**src/rtl/fft_sdf_ctrl.sv**
```systemverilog
// Sequencer for a 32-point radix-2 DIF SDF FFT: stage selects, twiddle indices, advance and flush.
// Optional output frame counter when FFT_CTRL_FRMCNT_EN is defined.
module fft_sdf_ctrl #(
    parameter int unsigned STAGE_LAT = 1
) (
    input  logic        clk,
    input  logic        rst,
    input  logic        in_valid,
    input  logic        sort_ready,
    output logic        pipe_en,
    output logic [4:0]  bf_en,
    output logic [19:0] tw_addr,
    output logic        out_valid,
    output logic        start_sorting,
    output logic        err_ovf
`ifdef FFT_CTRL_FRMCNT_EN
    ,
    output logic [15:0] frame_cnt
`endif
);

    localparam int unsigned FRAME_LAT = 31 + 5 * STAGE_LAT;

    typedef enum logic [1:0] {StIdle, StRun, StFlush} state_t;

    function automatic logic [4:0] stage_off(input int unsigned k);
        int unsigned s;
        s = 0;
        for (int unsigned j = 0; j < k; j++) s += (32'd16 >> j) + STAGE_LAT;
        return 5'(s);
    endfunction

    state_t                 state_q, state_d;
    logic [4:0]             gcnt_q;
    logic [4:0]             ocnt_q;
    logic [FRAME_LAT-1:0]   vsr_q;
    logic                   err_q;
    logic                   flush_now;
    logic                   drain_empty;
    logic                   adv;
    logic                   head;

    // A frame boundary with no new input starts draining in the same cycle, keeping latency fixed.
    assign flush_now   = (state_q == StFlush) ||
                         ((state_q == StRun) && (gcnt_q == '0) && (vsr_q != '0));
    assign drain_empty = (vsr_q[FRAME_LAT-2:0] == '0);
    assign adv         = !rst && (in_valid || flush_now);
    assign head        = out_valid && (ocnt_q == '0);

    assign pipe_en       = adv;
    assign out_valid     = vsr_q[FRAME_LAT-1] && adv;
    assign start_sorting = head && sort_ready;
    assign err_ovf       = err_q;

    always_comb begin
        state_d = state_q;
        unique case (state_q)
            StIdle:  if (in_valid) state_d = StRun;
            StRun: begin
                if (!in_valid) begin
                    if (vsr_q == '0)        state_d = StIdle;
                    else if (gcnt_q == '0)  state_d = drain_empty ? StIdle : StFlush;
                end
            end
            StFlush: begin
                if (in_valid)         state_d = StRun;
                else if (drain_empty) state_d = StIdle;
            end
            default: state_d = StIdle;
        endcase
    end

    always_ff @(posedge clk or posedge rst) begin
        if (rst) begin
            state_q <= StIdle;
            gcnt_q  <= '0;
            ocnt_q  <= '0;
            vsr_q   <= '0;
            err_q   <= 1'b0;
        end else begin
            state_q <= state_d;
            if (adv) begin
                gcnt_q <= gcnt_q + 5'd1;
                vsr_q  <= {vsr_q[FRAME_LAT-2:0], in_valid};
            end
            if (out_valid) ocnt_q <= ocnt_q + 5'd1;
            if (head && !sort_ready) err_q <= 1'b1;
        end
    end

    for (genvar k = 0; k < 5; k++) begin : g_stage
        localparam logic [4:0] Off = stage_off(k);
        logic [4:0] lc;
        assign lc                = gcnt_q - Off;
        assign bf_en[k]          = !rst && lc[4-k];
        // Index is {lc[3-k:0], k zeros}; zero while the stage is in butterfly mode.
        assign tw_addr[4*k +: 4] = (rst || lc[4-k]) ? 4'd0 : 4'(lc << k);
    end

`ifdef FFT_CTRL_FRMCNT_EN
    logic [15:0] frame_cnt_q;
    assign frame_cnt = frame_cnt_q;

    always_ff @(posedge clk or posedge rst) begin
        if (rst) begin
            frame_cnt_q <= '0;
        end else if (out_valid && (ocnt_q == 5'd31)) begin
            frame_cnt_q <= frame_cnt_q + 16'd1;
        end
    end
`endif

endmodule

```
**config.mk**
```make
export PLATFORM = sky130hd
export DESIGN_NAME = fft_sdf_ctrl
export DESIGN_NICKNAME = d
export VERILOG_FILES = /design/src/rtl/fft_sdf_ctrl.sv
export SDC_FILE = /design/constraint.sdc
export NUM_CORES = 1
export LEC_CHECK = 0
export ABC_AREA = 1
export CAP_MARGIN = 20
export CORE_MARGIN = 2
export CORE_UTILIZATION = 55
export DETAILED_ROUTE_END_ITERATION = 10
export PLACE_DENSITY = 0.87
export SYNTH_ARGS = -nofsm -noshare
export SYNTH_HDL_FRONTEND = slang
export SYNTH_SLANG_ARGS = --single-unit
```
**constraint.sdc**
```tcl
create_clock -name clk -period 8.8 [get_ports clk]
set_input_delay 2.64 -clock clk [delete_from_list [all_inputs] [get_ports clk]]
set_output_delay 2.64 -clock clk [all_outputs]
set_load 0.01 [all_outputs]
```
# [Word-level counts from Yosys, hierarchy flattened]
# Cells that the tools add are included.
[totals] ff_bits=49 latch_bits=0 ram_bits=0 mem_bits_ro=0 wordCells=56 mem_count=0
[op_classes] n_addsub=6 n_mul=0 n_div=0 magnitude_cmp=0 eq_ne=6 n_shift=0 n_mux=12 bitwise=0 n_reduce_logical=27
[op_table] operator="zero test 36 bit" n=1
[op_table] operator="nonzero test 36 bit" n=1
[op_table] operator="zero test 35 bit" n=1
[op_table] operator="two-way mux 4 bit" n=4
[op_table] operator="two-way mux 2 bit" n=7
[op_table] operator="logical AND 1 bit" n=12
[op_table] operator="adder 5 x 1 -> 5 bit (second input constant)" n=2
[op_table] operator="zero test 5 bit" n=2
[op_table] operator="logical OR 1 bit" n=6
[op_table] operator="one-hot mux 2 bit (3 select lines)" n=1
[op_table] operator="inequality test 2 bit (second input constant)" n=2
[op_table] operator="AND reduction 4 bit" n=1
[op_table] operator="subtractor 4 x 1 -> 4 bit (second input constant)" n=1
[op_table] operator="inequality test 3 x 1 -> 1 bit (second input constant)" n=1
[op_table] operator="inequality test 3 bit (second input constant)" n=1
[op_table] operator="subtractor 3 x 2 -> 3 bit (second input constant)" n=1
[op_table] operator="== test 2 x 1 -> 1 bit (second input constant)" n=1
[op_table] operator="== test 2 bit (second input constant)" n=1
[op_table] operator="zero test 1 bit" n=2
[op_table] operator="zero test 2 bit" n=1
[op_table] operator="subtractor 2 bit (second input constant)" n=1
[op_table] operator="subtractor 1 bit (second input constant)" n=1

# [Logic depth before layout (Yosys ltp)]
[logic_depth] depth_word=9 ltp_mapped=14 depth_no_buf=13

# [Worst setup path before layout]
# No wires, ideal clock.
[synth_timing] path_kind="input to output" startpoint="in rst" endpoint="out tw_addr[0]" arrival_ns=4.461 required_ns=6.160 setup_slack_ns=1.699 cell_stages=4 cell_sequence="clkbuf_1 -> inv_1 -> nand2_1 -> nor2_1"
[synth_between] elab_chain_len=2
[synth_rtl] element="start, declared" line_no="7" source="input logic rst,"
[synth_rtl] element="logical OR 1 bit" line_no="97" source="assign tw_addr[4*k +: 4] = (rst || lc[4-k]) ? 4'd0 : 4'(lc << k);"
[synth_rtl] element="two-way mux 4 bit" line_no="97"
[synth_rtl] element="end, declared" line_no="12" source="output logic [19:0] tw_addr,"
# Every way passes these cells.

# [Worst setup path in the final report]
[layout_timing] startpoint="in rst" endpoint="out start_sorting"
[layout_between] elab_chain_len=5
[layout_rtl] element="zero test 1 bit" line_no="47" source="assign adv = !rst && (in_valid || flush_now);"
[layout_rtl] element="logical AND 1 bit" line_no="47"
[layout_rtl] element="logical AND 1 bit" line_no="51" source="assign out_valid = vsr_q[FRAME_LAT-1] && adv;"
[layout_rtl] element="logical AND 1 bit" line_no="48" source="assign head = out_valid && (ocnt_q == '0);"
[layout_rtl] element="logical AND 1 bit" line_no="52" source="assign start_sorting = head && sort_ready;"
[layout_rtl] element="end, declared" line_no="14" source="output logic start_sorting,"
# Every way passes these cells.

==> flow_metrics.py <==
metrics = {
    "status": {
        "status": "finished, final reports clean",
    },
    "clock_tree": {
        "cts-buffers-inserted": 5,
        "cts-resized-gates": 0,
        "cts_sinks": 49,
        "buffer_levels_on_the_longest_clock_path": 2,
        "cts_hold_buf": 0,
        "clock_tree_from_tritoncts": "built",
        "htree_num_levels": 2,
        "cts.clk_slew.worst_paths_ns": 0.09,
        "postCtsSetupRepairBufs": 0,
        "cts.root.buffer_cell": "clkbuf_8",
        "clk-insertion-delay-late_ns": 0.31,
    },
    "setup_path": {
        "arrival_worst_endpoint_ns": 4.82,
        "regToRegEndpoint": "ocnt_q[4]",
        "ff2ff_path_depth": 11,
        "max_stage_delay_ns": 0.58,
        "worstSetupPathType": "primary input to output port",
        "timing.critical_path.from_type": "primary input",
        "crit_family": "buffers and inverters",
        "worst_r2r_start": "gcnt_q[0]",
        "worst_path_max_fanout": 52,
        "required_ns": 6.16,
        "cp-end-kind": "output port",
        "critPathMostFrequentCell": "clkdlybuf4s50_1",
        "worst_r2r_setup_slack_ns": 6.21,
        "buffer_and_inverter_count_on_the_worst_path": 4,
        "cell_by_cell_trace_of_the_critical_path": "clkdlybuf4s50_1, inv_2, buf_4, nand4_1, nor2_1, clkdlybuf4s50_1",
        "critPathSlowestCell": "clkdlybuf4s50_1",
    },
    "global_route": {
        "grt_util_all_layers": 0.2017,
        "grt_pass1_wl_um": 8066,
        "vias_in_the_first_global_route": 1820,
        "grt.overflow.total": 0,
        "largest_net_degree_at_the_start_of_global_routing": 53,
        "grt_antenna_before_repair": 0,
    },
    "timing": {
        "timing_worst_slew_pin_value_ns": 0.6383,
        "timing.final.crit_share": 0.8476,
        "clock.fmax_mhz": 134.1,
        "post-route-min-period_ns": 7.459,
        "slew_headroom": 0.5745,
        "hold_viol_final": 0,
        "final-setup-viol-count": 0,
        "worst_clock_skew_ns": 0.007724,
        "grt_setup_unrepaired": "no",
        "report.final.slew_viol_count": 0,
        "finalWorstSetupSlack_ns": 1.341,
        "setup_total_negative_slack_ns": 0,
    },
    "power_and_ir_drop": {
        "clockPowerShare": 0.143,
        "swShare": 0.4100,
        "static-leakage-power_uw": 0.001330,
        "total_switching_power_uw": 375.9,
        "ir_worst_vdd_mv": 0.1604,
        "combinationalPowerShare": 0.436,
        "seq_power_share": 0.421,
        "power.internal_uw": 540.9,
        "power-per-cell-area_nw_per_um2": 333.5,
    },
    "synth": {
        "synth.cells.most_frequent": "85 x nand2_1, 49 x dfrtp_1, 35 x nor2_1, 32 x inv_1, 20 x o21ai_0",
        "number_of_distinct_library_cells_after_synthesis": 27,
        "synth_simple_gate_area_share": 0.2223,
        "yosys.area_share.adder": 0.03521,
        "total_standard_cell_area_after_synthesis_um2": 2487,
        "synthXorXnorAreaFrac": 0.02465,
        "combinational_family_with_the_most_area_after_synthesis": "simple AND/OR/NAND/NOR gates",
        "yosysWarnings": 0,
        "synth-edff-count": 0,
        "postSynth.asyncResetShare": 1.000,
        "synth_cells": 297,
        "post_synth_main_area_contributors": "dfrtp_1 49%, nand2_1 13%, o21ai_2 6.0%",
        "synth_largest_area_cell": "dfrtp_1",
        "ys_seq_area_frac": 0.4930,
        "synth.avg_cell_area_um2": 8.375,
        "synth-compound-area-share": 0.1112,
        "post-synth-top-count-cell": "nand2_1",
        "synthFlopType": "dfrtp_1",
        "synth.ff_latch_count": 49,
        "synth_mux_area_frac": 0,
        "synth.top_cell.area_share": 0.4930,
    },
    "routing": {
        "antenna_left": 0,
        "drc": 0,
        "num_vias": 1816,
        "avgRoutedWirePerCell_um": 12.14,
        "drt-initial-drc-count": 158,
        "detail_route.wirelength_um": 4493,
        "detail_route.first_pass.iterations": 4,
        "detail_route.vias_per_cell": 4.908,
    },
    "finish": {
        "n_fill_cell": 380,
        "fin_util": 0.6313,
        "layout-drive-gt1-share": 0.09748,
        "nets": 328,
        "area_growth_syn_to_layout_pct": 10.51,
        "insertedDiodeCount": 0,
    },
    "worst_hold_path": {
        "hp-class": "register to register",
        "hold_path_startpoint": "err_ovf",
        "holdPathEnd": "err_ovf",
        "hold_path_depth": 1,
    },
    "placed_design": {
        "port_bufs": 22,
        "dp.final_hpwl_um": 3200,
        "place.gp.congestion": 0.8265,
        "placement.setup.worst_slack_ns": 1.304,
    },
    "run": {
        "maxCapViolations": 0,
    },
    "floorplanning": {
        "ios": 33,
        "start_util": 0.5713,
        "die_area_um2": 5077,
        "floorplan.die.width_um": 71.25,
        "chipHeight_um": 71.25,
        "placement_rows": 24,
        "core_footprint_um2": 4354,
    },
}
-- layout by cell type (no fill, tap or decap), types with 6 or more instances in the layout --
cell type,n
nor3_1,6
o21ai_2,17
conb_1,10
xor2_1,6
ha_1,7
nand2_1,85
inv_1,31
dfrtp_1,49
nor2_1,35
clkdlybuf4s50_1,22
nand3_1,6
o21ai_0,20
-- worst max path at each step --
stage | startpoint | to | slack, ns | cells after the start
after CTS | rst | tw_addr[7] | 1.30 | 6
final | rst | start_sorting | 1.34 | 6
after floorplan | rst | tw_addr[0] | 1.70 | 4
after global placement | rst | tw_addr[0] | 1.37 | 6
after global routing | rst | tw_addr[1] | 1.05 | 6
after detailed placement | rst | tw_addr[7] | 1.30 | 6
-- power by group through the flow --
stage	registers [uW]	logic (uW)	clock network, uW
2_1_floorplan	371	295	0
3_3_place_gp	386	384	0
3_5_place_dp	389	403	0
4_1_cts	386	405	132
5_1_grt	400	457	142
6_report	386	400	131
-- metrics by stage --
stage | hold slack, ns | instance area, um^2 | power, uW | instances
floorplan | 0.4419 | 2521 | 666.2 | 306
global placement | 0.4624 | 2665 | 769.1 | 362
detailed placement | 0.4613 | 2665 | 792.6 | 362
CTS | 0.4847 | 2749 | 923.3 | 370
global route | 0.4959 | 2749 | 998.5 | 370
finish | 0.4799 | 2749 | 916.8 | 370
-- sequential cells by signal, summed over array words and instances (netlist names) --
register,count
gcnt_q,5
vsr_q,36
err_ovf,1
state_q,2
ocnt_q,5
-- kinds of logic (layout without fill, tap and decap cells) --
| family | Yosys count | after routing |
|---|---|---|
| buffers and inverters | 53 | 65 |
| DFF | 49 | 49 |
| other | 1 | 10 |
| AOI/OAI and AO/OA | 42 | 42 |
| xor gates and xnor gates | 7 | 7 |
| adders and majority gates | 7 | 7 |
| and+or+nand+nor | 138 | 138 |
-- per-layer routing --
metal / part of all wire / routed length, um / track usage / up-vias
met5: 0 / 0 / 0 / -
met4: 0.013 / 59 / 0.06289 / 0
met1: 0.46 / 2058 / 0.2681 / 841
met3: 0.043 / 192 / 0.05345 / 7
li1: - / - / - / 936
met2: 0.49 / 2183 / 0.3261 / 32
-- cell type report --
type | count | area [um^2] | share of cell area
clock buffer | 7 | 76.32 | 0.02777
clock inverter | 1 | 7.507 | 0.002731
inverter | 34 | 130.1 | 0.04734
multi-input combinational | 204 | 1016 | 0.3696
sequential | 49 | 1226 | 0.4461
tap | 52 | 65.06 | 0.02367
timing repair buffer | 23 | 227.7 | 0.08284
(Power assumes the default switching activity.)
